### config.mk
export PLATFORM = sky130hd
export DESIGN_NAME = formacao_inimigos
export DESIGN_NICKNAME = d
export VERILOG_FILES = /design/src/rtl/jogo_pkg.sv /design/src/rtl/borda_formacao.sv /design/src/rtl/formacao_inimigos.sv
export SDC_FILE = /design/constraint.sdc
export NUM_CORES = 1
export LEC_CHECK = 0
export ABC_AREA = 1
export CAP_MARGIN = 20
export CORE_MARGIN = 4
export CORE_UTILIZATION = 57
export DETAILED_ROUTE_END_ITERATION = 16
export GPL_TIMING_DRIVEN = 0
export PLACE_DENSITY = 0.81
export SYNTH_ARGS = -nofsm -noshare
export SYNTH_HDL_FRONTEND = slang
export SYNTH_SLANG_ARGS = --single-unit
### constraint.sdc
create_clock -name CLOCK_50 -period 7.3 [get_ports CLOCK_50]
set_input_delay 1.095 -clock CLOCK_50 [delete_from_list [all_inputs] [get_ports CLOCK_50]]
set_output_delay 1.095 -clock CLOCK_50 [all_outputs]
set_load 0.02 [all_outputs]
### src/rtl/jogo_pkg.sv
// Shared game constants: state encoding, coordinate widths and screen limits.
package jogo_pkg;

  localparam int unsigned COORD_W = 10;  // screen coordinate width
  localparam int unsigned EDGE_W  = 12;  // widened width for edge arithmetic
  localparam int unsigned IDX_W   = 8;   // cell index / count width

  localparam int unsigned TELA_MARGEM_ESQ = 20;
  localparam int unsigned TELA_LIM_DIR    = 640;
  localparam int unsigned TELA_LIM_INF    = 440;

  typedef enum logic [1:0] {
    MOVER    = 2'd0,
    LIMPO    = 2'd1,
    INVADIDO = 2'd2
  } estado_t;

endpackage

### src/rtl/borda_formacao.sv
// Reduces the alive mask to the leftmost/rightmost occupied column and the
// lowest occupied row. Outputs are combinational.
module borda_formacao
  import jogo_pkg::*;
#(
  parameter int unsigned COLS = 5,
  parameter int unsigned ROWS = 3
) (
  input  logic [ROWS*COLS-1:0] vivo_i,
  output logic [IDX_W-1:0]     cmin_c_o,
  output logic [IDX_W-1:0]     cmax_c_o,
  output logic [IDX_W-1:0]     rmax_c_o
);

  localparam int unsigned NCEL = ROWS * COLS;
  localparam int unsigned IW   = (NCEL > 1) ? $clog2(NCEL) : 1;

  logic achou;

  // Column-major scan: first occupied column is cmin, last is cmax.
  always_comb begin
    achou    = 1'b0;
    cmin_c_o = '0;
    cmax_c_o = '0;
    rmax_c_o = '0;
    for (int c = 0; c < int'(COLS); c++) begin
      for (int r = 0; r < int'(ROWS); r++) begin
        if (vivo_i[IW'(r * int'(COLS) + c)]) begin
          if (!achou) cmin_c_o = IDX_W'(c);
          achou    = 1'b1;
          cmax_c_o = IDX_W'(c);
          if (IDX_W'(r) > rmax_c_o) rmax_c_o = IDX_W'(r);
        end
      end
    end
  end

endmodule

### src/rtl/formacao_inimigos.sv
// Enemy formation: sideways march with descent on bounce, shot hit detection,
// cleared / invaded end states. Optional FORMACAO_ACELERA_EN doubles the step
// once at most one row's worth of enemies remain.
module formacao_inimigos
  import jogo_pkg::*;
#(
  parameter int unsigned COLS       = 5,
  parameter int unsigned ROWS       = 3,
  parameter int unsigned X_INI      = 100,
  parameter int unsigned Y_INI      = 90,
  parameter int unsigned PASSO_X    = 100,
  parameter int unsigned PASSO_Y    = 40,
  parameter int unsigned LARG       = 33,
  parameter int unsigned ALT        = 24,
  parameter int unsigned VEL        = 2,
  parameter int unsigned DESCIDA    = 10,
  parameter int unsigned MARGEM_ESQ = TELA_MARGEM_ESQ,
  parameter int unsigned LIM_DIR    = TELA_LIM_DIR,
  parameter int unsigned LIM_INF    = TELA_LIM_INF
) (
  input  logic                 CLOCK_50,
  input  logic                 reset,
  input  logic                 reiniciarJogo,
  input  logic                 pausa,
  input  logic                 tick_mv,
  input  logic [COORD_W-1:0]   bola_nave_x,
  input  logic [COORD_W-1:0]   bola_nave_y,
  input  logic                 bola_valida,
  output logic [COORD_W-1:0]   form_x,
  output logic [COORD_W-1:0]   form_y,
  output logic [ROWS*COLS-1:0] vivo,
  output logic [IDX_W-1:0]     restantes,
  output logic                 acerto,
  output logic [IDX_W-1:0]     acerto_idx,
  output logic                 limpo,
  output logic                 invadiu
);

  localparam int unsigned NCEL = ROWS * COLS;
  localparam int unsigned IW   = (NCEL > 1) ? $clog2(NCEL) : 1;

  estado_t             state_q, state_d;
  logic [COORD_W-1:0]  form_x_q, form_x_d;
  logic [COORD_W-1:0]  form_y_q, form_y_d;
  logic                sentido_q, sentido_d;
  logic [NCEL-1:0]     vivo_q, vivo_d;
  logic [IDX_W-1:0]    restantes_q, restantes_d;
  logic                acerto_q, acerto_d;
  logic [IDX_W-1:0]    acerto_idx_q, acerto_idx_d;
  logic                limpo_q, limpo_d;
  logic                invadiu_q, invadiu_d;

  logic [IDX_W-1:0]    cmin_c, cmax_c, rmax_c;
  logic [EDGE_W-1:0]   step_c;
  logic                hit_c;
  logic [IDX_W-1:0]    hit_idx_c;
  logic [NCEL-1:0]     hit_mask_c;
  logic [EDGE_W-1:0]   ex_c, ey_c, bx_c, by_c;
  logic                borda_dir_c, borda_esq_c, fundo_c;
  logic [EDGE_W-1:0]   y_desc_c;
  logic                desce_c;

  borda_formacao #(
    .COLS (COLS),
    .ROWS (ROWS)
  ) u_borda (
    .vivo_i   (vivo_q),
    .cmin_c_o (cmin_c),
    .cmax_c_o (cmax_c),
    .rmax_c_o (rmax_c)
  );

`ifdef FORMACAO_ACELERA_EN
  // Faster march once the survivors fit in a single row.
  assign step_c = (restantes_q <= IDX_W'(COLS)) ? EDGE_W'(2 * VEL) : EDGE_W'(VEL);
`else
  assign step_c = EDGE_W'(VEL);
`endif

  assign bx_c = EDGE_W'(bola_nave_x);
  assign by_c = EDGE_W'(bola_nave_y);

  // Lowest-index alive cell whose box contains the shot point (pre-move origin).
  always_comb begin
    hit_c      = 1'b0;
    hit_idx_c  = '0;
    hit_mask_c = '0;
    ex_c       = '0;
    ey_c       = '0;
    for (int r = 0; r < int'(ROWS); r++) begin
      for (int c = 0; c < int'(COLS); c++) begin
        ex_c = EDGE_W'(form_x_q) + EDGE_W'(c * int'(PASSO_X));
        ey_c = EDGE_W'(form_y_q) + EDGE_W'(r * int'(PASSO_Y));
        if (!hit_c && vivo_q[IW'(r * int'(COLS) + c)] &&
            (bx_c >= ex_c) && (bx_c < ex_c + EDGE_W'(LARG)) &&
            (by_c >= ey_c) && (by_c < ey_c + EDGE_W'(ALT))) begin
          hit_c      = 1'b1;
          hit_idx_c  = IDX_W'(r * int'(COLS) + c);
          hit_mask_c[IW'(r * int'(COLS) + c)] = 1'b1;
        end
      end
    end
  end

  // Edge and floor tests on the pre-hit mask. The origin is unsigned, so a
  // left step that would take it below zero also counts as reaching the edge.
  always_comb begin
    borda_dir_c = (EDGE_W'(form_x_q) + EDGE_W'(32'(cmax_c) * PASSO_X) +
                   EDGE_W'(LARG) + step_c) > EDGE_W'(LIM_DIR);
    borda_esq_c = ((EDGE_W'(form_x_q) + EDGE_W'(32'(cmin_c) * PASSO_X)) <
                   (EDGE_W'(MARGEM_ESQ) + step_c)) ||
                  (EDGE_W'(form_x_q) < step_c);
    y_desc_c    = EDGE_W'(form_y_q) + EDGE_W'(DESCIDA);
    fundo_c     = (y_desc_c + EDGE_W'(32'(rmax_c) * PASSO_Y) + EDGE_W'(ALT)) >=
                  EDGE_W'(LIM_INF);
  end

  // Next-state and next-output logic.
  always_comb begin
    state_d      = state_q;
    form_x_d     = form_x_q;
    form_y_d     = form_y_q;
    sentido_d    = sentido_q;
    vivo_d       = vivo_q;
    restantes_d  = restantes_q;
    acerto_d     = 1'b0;
    acerto_idx_d = '0;
    limpo_d      = limpo_q;
    invadiu_d    = invadiu_q;
    desce_c      = 1'b0;

    case (state_q)
      MOVER: begin
        if (!pausa) begin
          if (bola_valida && hit_c) begin
            vivo_d       = vivo_q & ~hit_mask_c;
            restantes_d  = restantes_q - IDX_W'(1);
            acerto_d     = 1'b1;
            acerto_idx_d = hit_idx_c;
          end
          if (tick_mv) begin
            if (!sentido_q) begin
              if (borda_dir_c) begin
                form_y_d  = COORD_W'(y_desc_c);
                sentido_d = 1'b1;
                desce_c   = 1'b1;
              end else begin
                form_x_d  = COORD_W'(EDGE_W'(form_x_q) + step_c);
              end
            end else begin
              if (borda_esq_c) begin
                form_y_d  = COORD_W'(y_desc_c);
                sentido_d = 1'b0;
                desce_c   = 1'b1;
              end else begin
                form_x_d  = COORD_W'(EDGE_W'(form_x_q) - step_c);
              end
            end
          end
          if (bola_valida && hit_c && (restantes_q == IDX_W'(1))) begin
            state_d = LIMPO;
            limpo_d = 1'b1;
          end else if (desce_c && fundo_c) begin
            state_d   = INVADIDO;
            invadiu_d = 1'b1;
          end
        end
      end
      LIMPO, INVADIDO: begin
        state_d = state_q;
      end
      default: begin
        state_d = MOVER;
      end
    endcase
  end

  // State and output registers; reset and restart are equivalent.
  always_ff @(posedge CLOCK_50) begin
    if (reset || reiniciarJogo) begin
      state_q      <= MOVER;
      form_x_q     <= COORD_W'(X_INI);
      form_y_q     <= COORD_W'(Y_INI);
      sentido_q    <= 1'b0;
      vivo_q       <= '1;
      restantes_q  <= IDX_W'(NCEL);
      acerto_q     <= 1'b0;
      acerto_idx_q <= '0;
      limpo_q      <= 1'b0;
      invadiu_q    <= 1'b0;
    end else begin
      state_q      <= state_d;
      form_x_q     <= form_x_d;
      form_y_q     <= form_y_d;
      sentido_q    <= sentido_d;
      vivo_q       <= vivo_d;
      restantes_q  <= restantes_d;
      acerto_q     <= acerto_d;
      acerto_idx_q <= acerto_idx_d;
      limpo_q      <= limpo_d;
      invadiu_q    <= invadiu_d;
    end
  end

  assign form_x     = form_x_q;
  assign form_y     = form_y_q;
  assign vivo       = vivo_q;
  assign restantes  = restantes_q;
  assign acerto     = acerto_q;
  assign acerto_idx = acerto_idx_q;
  assign limpo      = limpo_q;
  assign invadiu    = invadiu_q;

endmodule

==> results of run 1 <==
[path summary, 6_finish.rpt]
path,slack (ns),end,from,depth (start not counted)
setup reg to reg,2.97,vivo[2]$_SDFFE_PP1P_,form_x[4]$_SDFFE_PP0P_,24
hold / removal,0.46,state_q[0]$_SDFFE_PP0P_,state_q[0]$_SDFFE_PP0P_,2
setup / recovery,2.97,vivo[2]$_SDFFE_PP1P_,form_x[4]$_SDFFE_PP0P_,24
hold reg to reg,0.46,state_q[0]$_SDFFE_PP0P_,state_q[0]$_SDFFE_PP0P_,2
[final cells by class]
class	instances	area share, %
Multi-Input combinational cell	841	67.2
Timing Repair Buffer	65	7.99
Tap cell	168	2.58
Sequential cell	43	10.6
Clock inverter	2	0.154
Clock buffer	6	1.58
Buffer	27	2.29
Inverter	166	7.65
[placed cells by master, fill, tap and decap left out, types with 31 or more instances in the layout]
master / netlist / routed
inv_1: 153 / 153
dfxtp_1: 43 / 43
o21ai_0: 36 / 36
clkdlybuf4s50_1: 0 / 65
nand3_1: 52 / 52
xor2_1: 31 / 31
nand2_1: 259 / 259
a21oi_1: 69 / 69
ha_1: 154 / 154
nor2_1: 83 / 83
[flip-flops by register name, summed over array words and instances (netlist names)]
| signal | cells |
|---|---|
| form_y | 9 |
| limpo | 1 |
| acerto_idx | 3 |
| restantes | 8 |
| invadiu | 1 |
| vivo | 8 |
| state_q | 2 |
| form_x | 9 |
| acerto | 1 |
| sentido_q | 1 |
[cell families after synthesis]
logic type | after synthesis | share of synthesized area [%]
flops | 43 | 12.1
xor+xnor | 48 | 6.35
fa+ha+maj | 156 | 27.7
simple gates | 468 | 29.6
compound gates | 154 | 12.6
other cells | 2 | 0.106
buf+inv | 193 | 11.4
[stage by stage]
step	area [µm²]	instances	total power (W)	util, %
floorplan	7140	1077	0.000393	-
global placement	8000	1310	0.000451	66.1
detailed placement	8000	1310	0.000455	66.1
CTS	8140	1318	0.000676	67.2
global route	8140	1318	0.000715	67.2
finish	8140	1318	0.000676	67.2
[power by group]
group | switching (W) | internal (W) | total, W
Combinational | 0.000129 | 0.0000830 | 0.000212
Clock | 0.0000959 | 0.000126 | 0.000222
Sequential | 0.00000426 | 0.000237 | 0.000241
Total | 0.000229 | 0.000446 | 0.000676
[worst register-to-register path, stage by stage (launching register included)]
cell	delay, ns
dfxtp_1	0.77
ha_1	0.27
buf_2	0.21
nand2_1	0.09
xor2_1	0.27
inv_2	0.10
ha_1	0.21
xor2_1	0.17
ha_1	0.30
a21oi_1	0.16
o21a_1	0.14
nand2_1	0.06
nand2_1	0.05
nand2_1	0.05
nand3_1	0.14
nand4_2	0.20
nand4_1	0.19
nor2_2	0.08
nand4_4	0.10
nand2_4	0.08
nor2_8	0.13
nand2_2	0.08
buf_6	0.15
o22ai_1	0.16
inv_1	0.07
[synthesized netlist by cell type, types with 4 or more instances]
cell        n
dfxtp_1    43
o21a_1      9
xor2_1     31
nor4_1      9
nand2_1   259
inv_1     153
nor2_1     83
ha_1      154
nand3_2     5
nand4_1    14
o21ai_0    36
xor2_2      4
a21oi_1    69
clkinv_1    5
o211ai_1    5
a31oi_1     4
inv_2       8
clkbuf_1    4
nand3_1    52
buf_4      15
nor3_1     10
a21o_1      5
nor2_2     10
nand2_2     6
buf_2       4
xnor2_1    13
nand3b_1    5
o22ai_1     9
[per-layer routing]
metal | wire (µm) | track usage, % | part of all wire, % | vias up
met5 | 0 | 0 | 0 | -
met4 | 306 | 5.51 | 1.7 | 0
met3 | 810 | 2.36 | 4.4 | 27
met2 | 8420 | 43.8 | 46 | 183
met1 | 8830 | 35.2 | 48 | 3118
li1 | - | - | - | 3626
==> results.toml, run 1 <==
[outcome]
status = "complete, no violations"

[global_routing]
gr-total-overflow = 0
grt_pass1_vias = 6541
track_usage_pct = 25.6
grt_first_pass_wirelength_um = 30600
grt_max_degree = 16
antenna_found_initial = 0

[timing]
slew_viol_final = 0
final-hold-violation-count = 0
hold_slack_ns = 0.463
post-route-min-period_ns = 4.33
rsz0062_at_grt = "no"
setup_slack_ns = 2.97
period_share_pct = 59.3
tightestPinTransition_ns = 0.698
finalSetupViolations = 0
slew_headroom_pct = 53.4
fin_skew_ns = 0.00411
setup_tns_ns = 0
max_freq_mhz = 231

[setup_path]
required_ns = 7.47
critPathCaptureType = "flip-flop"
crit_top_cell = "nand2_1"
path_delay_family = "simple AND/OR/NAND/NOR gates"
criticalPathCategory = "flip-flop to flip-flop"
slowest_delay_ns = 0.77
start_kind = "flip-flop"
crit_arrival_ns = 4.50
worstPathCellList = "ha_1, buf_2, nand2_1, xor2_1, inv_2, ha_1, xor2_1, ha_1, a21oi_1, o21a_1, nand2_1, nand2_1, nand2_1, nand3_1, nand4_2, nand4_1, nor2_2, nand4_4, nand2_4, nor2_8, nand2_2, buf_6, o22ai_1, inv_1"
crit_buf_inv = 4
crit_fanout = 12
critPathSlowestCell = "dfxtp_1"

[route]
remaining_drc_errors = 0
avgViaCountPerCell = 5.28
wire_per_inst_um = 13.9
ant_nets = 0
wl_um = 18400
drt_iter0_drc = 551
first_pass_iters = 5
vias = 6954

[final_layout]
syn2layout_area_growth_pct = 14.8
n_antenna_cell = 0
drive_gt1_share_pct = 6.87
layout.nets = 1331
fill_cells = 1115
multi_input_area_um2 = 5470
regArea_um2 = 861

[cts]
cts_htree_levels = 2
cts_resized = 0
tritoncts = "done"
cts_setup_buffers = 0
cts_made_buffers = 5
cts.sinks = 43
cts.clk_slew.worst_paths_ns = 0.06
cts_root_buf = "clkbuf_16"
clockBufferDepth = 2
clk_latency_ns = 0.29
ctsHoldBuffers = 0

[power]
p_leak_nw = 4.16
irDropWorstVdd_v = 0.0000993
power_density_nw_per_um2 = 83.0

[logic_synthesis]
avgSynthCellArea_um2 = 6.67
syn_area_um2 = 7090
ys_types = 52
synth-seq-area-share_pct = 12.1
synth_flop_cell = "dfxtp_1"
syn_inst = 1064
yosys.area.top_type = "ha_1"
synth-edff-count = 0
ys_top_cells_by_area = "ha_1 27%, nand2_1 14%, dfxtp_1 12%, inv_1 8.1%, a21oi_1 4.9%"
synthArstFlopShare_pct = 0
synth_top_area_share_pct = 27.2
ys_seq_elements = 43
yosysWarningCount = 0

[floorplanning]
start_util_pct = 58.6
io_pins = 80
dieHeight_um = 120
core_um2 = 12100
die_w_um = 120
std_cell_rows = 40
die_area_um2 = 14300

[flow_run]
maxCapViolCount = 0

[placement]
gp_congestion = 0.947
place_worst_setup_slack_ns = 2.91
port-buffer-count = 65
hpwl_um = 14800

[worst_hold_path]
holdCritPathClass = "flip-flop to flip-flop"
Power figures use the tool's default switching activity.
==> run 2, diff against run 1 <==
Clock period 7.3 ns to 4 ns, I/O delays scaled along.
==> run 2 against run 1 <==
  * Global-route usage did not move
  * Total power up 83%
  * Routed wire length increased by 3.1%
  * Clock skew about the same
  * Register-to-register slack worse by 2.7 ns
  * Clock power is 82% higher
  * Highest routed layer unchanged
  * Largest cell class unchanged
  * Hold slack is essentially flat
  * Die area is the same
  * Largest power group unchanged
==> results.toml, run 2 (same netlist as run 1, synthesis figures left out) <==
[outcome]
status = "complete, no violations"

[worst_hold_path]
holdCritPathClass = "flip-flop to flip-flop"

[final_layout]
fill_cells = 1069
mostFrequentLayoutCells = "254 x nand2_1, 151 x inv_1, 151 x ha_1"
n_antenna_cell = 0
final_common_cell = "nand2_1"
final_util_pct = 69.4
syn2layout_area_growth_pct = 18.6
multi_input_area_um2 = 5570
drive_gt1_share_pct = 10.5
layout.nets = 1347
regArea_um2 = 881

[route]
avgViaCountPerCell = 5.34
wl_um = 18900
ant_nets = 0
wire_per_inst_um = 14.2
first_pass_iters = 5
remaining_drc_errors = 0
vias = 7118
drt_iter0_drc = 564

[global_routing]
grt.met2_usage_pct = 43.8
track_usage_pct = 25.6
grt_first_pass_wirelength_um = 30600
grt_pass1_vias = 6538
antenna_found_initial = 0
gr-total-overflow = 0
gr-usage-met1_pct = 35.2
grt_max_degree = 16
grt_busiest_layer = "met2"
grtUsageMet3_pct = 2.36

[setup_path]
required_ns = 4.17
crit_buf_inv = 1
start_kind = "flip-flop"
crit_top_cell = "ha_1"
slowest_delay_ns = 0.36
critPathSlowestCell = "dfxtp_1"
crit_arrival_ns = 3.90
crit_fanout = 10
worstPathCellList = "nor2_2, nand2_2, nor4_4, ha_1, ha_1, ha_1, ha_1, nor4_1, and3_1, nand4_1, o21ai_0, nand2_1, nand2_2, nand2_2, clkbuf_2, a21oi_1, o21ai_0"
path_delay_family = "simple AND/OR/NAND/NOR gates"
critPathCaptureType = "flip-flop"
criticalPathCategory = "flip-flop to flip-flop"

[power]
p_leak_nw = 4.23
irDropWorstVdd_v = 0.000181
power_density_nw_per_um2 = 147
finalPower_w = 0.00124

[placement]
gp_congestion = 0.947
port-buffer-count = 65
hpwl_um = 14800

[flow_run]
maxCapViolCount = 0

[timing]
slew_viol_final = 0
final-hold-violation-count = 0
period_share_pct = 93.4
slew_headroom_pct = 56.3
post-route-min-period_ns = 3.74
tightestPinTransition_ns = 0.653
finalSetupViolations = 0
max_freq_mhz = 268
fin_skew_ns = 0.00461

[cts]
cts_root_buf = "clkbuf_16"
clk_latency_ns = 0.29
clockBufferDepth = 2
cts_made_buffers = 5
cts_htree_levels = 2
tritoncts = "done"
cts.clk_slew.worst_paths_ns = 0.06
cts.sinks = 43

[floorplanning]
dieHeight_um = 120
io_pins = 80
die_area_um2 = 14300
core_um2 = 12100
start_util_pct = 58.6
std_cell_rows = 40
die_w_um = 120
-- run 2: changes by cell type in the layout (fill, tap and decap cells not counted), moves of 3 or more --
cell / change
buf_4: +16
dfxtp_1: -6
dfxtp_4: +5
nand2_1: -5
nand2_2: +5
nor2_1: -5
ha_1: -3
ha_2: +3
nor2_2: +3
-- run 2: worst paths after layout --
path	startpoint	endpoint	slack, ns	cells after the start
hold reg to reg	state_q[0]$_SDFFE_PP0P_	state_q[0]$_SDFFE_PP0P_	0.46	2
setup / recovery	vivo[1]$_SDFFE_PP1P_	form_y[1]$_SDFFE_PP1P_	0.26	17
setup reg to reg	vivo[1]$_SDFFE_PP1P_	form_y[1]$_SDFFE_PP1P_	0.26	17
hold / removal	state_q[0]$_SDFFE_PP0P_	state_q[0]$_SDFFE_PP0P_	0.46	2
-- run 2: metrics by stage --
step / hold WS [ns] / setup slack [ns] / std cells / instance area, µm² / TNS [ns]
2_1_floorplan: 0.440 / 0.444 / 1077 / 7140 / 0
3_3_place_gp: 0.454 / -0.167 / 1310 / 8000 / -2.74
3_5_place_dp: 0.457 / -0.225 / 1310 / 8000 / -3.94
4_1_cts: 0.466 / -0.0226 / 1318 / 8160 / -0.0226
5_1_grt: 0.486 / -0.0105 / 1334 / 8410 / -0.0105
6_report: 0.463 / 0.263 / 1334 / 8410 / 0
-- run 2: where the power goes --
group	total [W]	internal [W]	switching, W
clock network	0.000404	0.000231	0.000174
registers	0.000437	0.000429	0.00000763
logic	0.000395	0.000156	0.000240
total	0.00124	0.000816	0.000421
-- run 2: what timing repair did --
action,in CTS,in global routing
buffers inserted,0,16
hold buffers,0,0
resized for setup,6,38
pin swaps,0,3
endpoints found under the setup margin,30,35
endpoints found under the hold margin,0,0
-- run 2: final cells by class --
class                      instances  area share [%]
clock buffer                       6            1.53
timing repair buffer              81            9.31
tap                              168            2.50
buffer                            27            2.29
inverter                         166            7.56
clock inverter                     2           0.149
multi-input combinational        841            66.2
sequential                        43            10.5
-- run 2: metal layers --
layer | vias up | share of wire, %
met5 | - | 0
met4 | 0 | 1.8
met2 | 211 | 47
met1 | 3211 | 46
li1 | 3663 | -
met3 | 33 | 5.3
-- run 2: tightest hold or removal path, stage by stage (launching register included) --
cell and delay [ns]:
dfxtp_1 0.31, nand2_1 0.06, a21oi_1 0.05
==> run 3, diff against run 2 <==
Settings changed: PLACE_DENSITY 0.81 to 0.78.
==> run 3 against run 2 <==
  * Combinational power hardly changed
  * Flip-flop and latch count stayed put
  * Count of clock-buffer cells in the layout is 1 lower
  * Maximum frequency is 1.0% lower
  * Final cell count is 0.22% higher
  * Non-clock buffer count is 3 higher
  * Critical path type unchanged
  * Largest cell class unchanged
  * Largest power group unchanged
  * Highest routed layer unchanged
==> results.toml, run 3 (same netlist as run 1, synthesis figures left out) <==
[outcome]
status = "complete, no violations"

[flow_run]
maxCapViolCount = 0

[route]
wl_um = 19000
remaining_drc_errors = 0
avgViaCountPerCell = 5.36
ant_nets = 0
wire_per_inst_um = 14.2
first_pass_iters = 5
drt_iter0_drc = 487
vias = 7173

[setup_path]
start_kind = "flip-flop"
crit_fanout = 10
worstPathCellList = "nor2_4, nand2_2, nor4_4, ha_1, ha_1, ha_1, ha_1, nor4_1, and3_1, nand4_1, o21ai_0, nand2_1, nand2_2, nand2_2, clkbuf_2, a21oi_1, o21ai_0"
ff2ff_path_depth = 17
critPathSlowestCell = "dfxtp_1"
r2r-end = "form_y[1]$_SDFFE_PP1P_"
reg2reg_setup_slack_ns = 0.23
slowest_delay_ns = 0.38
timing.rr.start = "vivo[1]$_SDFFE_PP1P_"
crit_buf_inv = 1
required_ns = 4.16
path_delay_family = "simple AND/OR/NAND/NOR gates"
criticalPathCategory = "flip-flop to flip-flop"
crit_arrival_ns = 3.93
crit_top_cell = "ha_1"
critPathCaptureType = "flip-flop"

[power]
switching_share_pct = 34.8
irDropWorstVdd_v = 0.000199
power_density_nw_per_um2 = 149
netSwitchingPower_w = 0.000437
combPwrFrac_pct = 31.5
p_int_w = 0.000818
seqPwrFrac_pct = 34.8
clockPowerShare_pct = 33.7
p_leak_nw = 4.25

[timing]
period_share_pct = 94.4
slew_headroom_pct = 55.2
rsz0062_at_grt = "yes"
finalSetupViolations = 0
post-route-min-period_ns = 3.77
setup_slack_ns = 0.225
fin_skew_ns = 0.00738
tightestPinTransition_ns = 0.672
setup_tns_ns = 0
final-hold-violation-count = 0
max_freq_mhz = 265
slew_viol_final = 0

[global_routing]
grt_first_pass_wirelength_um = 30800
gr-total-overflow = 0
track_usage_pct = 25.9
grt_pass1_vias = 6596
antenna_found_initial = 0
grt_max_degree = 16

[floorplanning]
start_util_pct = 58.6
die_w_um = 120
die_area_um2 = 14300
dieHeight_um = 120
io_pins = 80
core_um2 = 12100
std_cell_rows = 40

[cts]
cts_root_buf = "clkbuf_16"
cts.clk_slew.worst_paths_ns = 0.07
tritoncts = "done"
cts_htree_levels = 2
clockBufferDepth = 2
clk_latency_ns = 0.29
cts.sinks = 43
cts_made_buffers = 5

[worst_hold_path]
holdCritPathClass = "flip-flop to flip-flop"
min_to = "state_q[0]$_SDFFE_PP0P_"
min_from = "state_q[0]$_SDFFE_PP0P_"
min_path_cells = 2

[final_layout]
fill_cells = 1137
final_common_cell = "nand2_1"
syn2layout_area_growth_pct = 19.0
final_util_pct = 69.7
layout.nets = 1350
mostFrequentLayoutCells = "254 x nand2_1, 153 x ha_1, 151 x inv_1"
drive_gt1_share_pct = 10.9
n_antenna_cell = 0
stdcell_count = 1337

[placement]
placedCellCount = 1310
place_worst_setup_slack_ns = -0.237
hpwl_um = 15100
port-buffer-count = 65
gp_congestion = 0.910
==> run 3: cell count changes in the layout (fill, tap and decap cells not counted), sizes merged <==
| cell | previous run | this run |
|---|---|---|
| clkbuf | 12 | 10 |
| inv | 159 | 160 |
| clkinv | 6 | 5 |
| clkinvlp | 3 | 4 |
| buf | 37 | 41 |
==> run 3: worst reg2reg max path: stages, from the launching register on <==
cell	delay, ns
dfxtp_1	0.38
nor2_4	0.18
nand2_2	0.13
nor4_4	0.32
ha_1	0.29
ha_1	0.21
ha_1	0.28
ha_1	0.27
nor4_1	0.23
and3_1	0.18
nand4_1	0.09
o21ai_0	0.17
nand2_1	0.13
nand2_2	0.17
nand2_2	0.14
clkbuf_2	0.22
a21oi_1	0.15
o21ai_0	0.11
==> run 3: power by group through the flow <==
stage	logic (W)	registers [W]	clock network, W
2_1_floorplan	0.000264	0.000452	0
3_3_place_gp	0.000376	0.000450	0
3_5_place_dp	0.000383	0.000450	0
4_1_cts	0.000386	0.000440	0.000427
5_1_grt	0.000447	0.000437	0.000440
6_report	0.000395	0.000437	0.000423
==> run 3: per-stage QoR <==
stage               hold slack (ns)  cell area, µm²  total power, W
global route                  0.495            8440         0.00132
floorplan                     0.440            7140        0.000716
CTS                           0.475            8200         0.00125
global placement              0.454            8000        0.000825
detailed placement            0.460            8000        0.000833
finish                        0.475            8440         0.00125
==> run 3: final cells by class <==
class	instances	area, µm²	area share [%]
clock buffer	5	125	1.48
multi-input combinational	841	5580	66.2
inverter	166	636	7.53
clock inverter	3	23.8	0.282
timing repair buffer	84	793	9.40
sequential	43	878	10.4
tap	168	210	2.49
buffer	27	190	2.25
==> run 3: what timing repair did <==
action,CTS,global route
pin swaps,0,5
hold endpoints to repair,0,0
endpoints found under the setup margin,32,36
hold buffers,0,0
gates resized for setup,9,35
buffers inserted,2,17
==> run 3: worst max-delay path by stage <==
stage / cells past startpoint / startpoint / slack (ns) / to
after floorplan: 23 / form_x[4]$_SDFFE_PP0P_ / 0.44 / restantes[6]$_SDFFE_PP0P_
final: 17 / vivo[1]$_SDFFE_PP1P_ / 0.23 / form_y[1]$_SDFFE_PP1P_
after global placement: 26 / form_x[5]$_SDFFE_PP1P_ / -0.22 / acerto_idx[1]$_SDFF_PP0_
after detailed placement: 26 / form_x[5]$_SDFFE_PP1P_ / -0.24 / acerto_idx[1]$_SDFF_PP0_
after global routing: 17 / vivo[0]$_SDFFE_PP1P_ / -0.04 / form_y[1]$_SDFFE_PP1P_
after CTS: 26 / form_x[5]$_SDFFE_PP1P_ / 0.002 / acerto_idx[1]$_SDFF_PP0_
==> run 3: routing by layer <==
layer / vias up / GRT usage, % / wire length (µm)
met5: - / 0 / 0
met4: 0 / 6.08 / 393
met3: 38 / 2.54 / 1040
met2: 222 / 43.3 / 8810
met1: 3254 / 36.0 / 8780
li1: 3659 / - / -
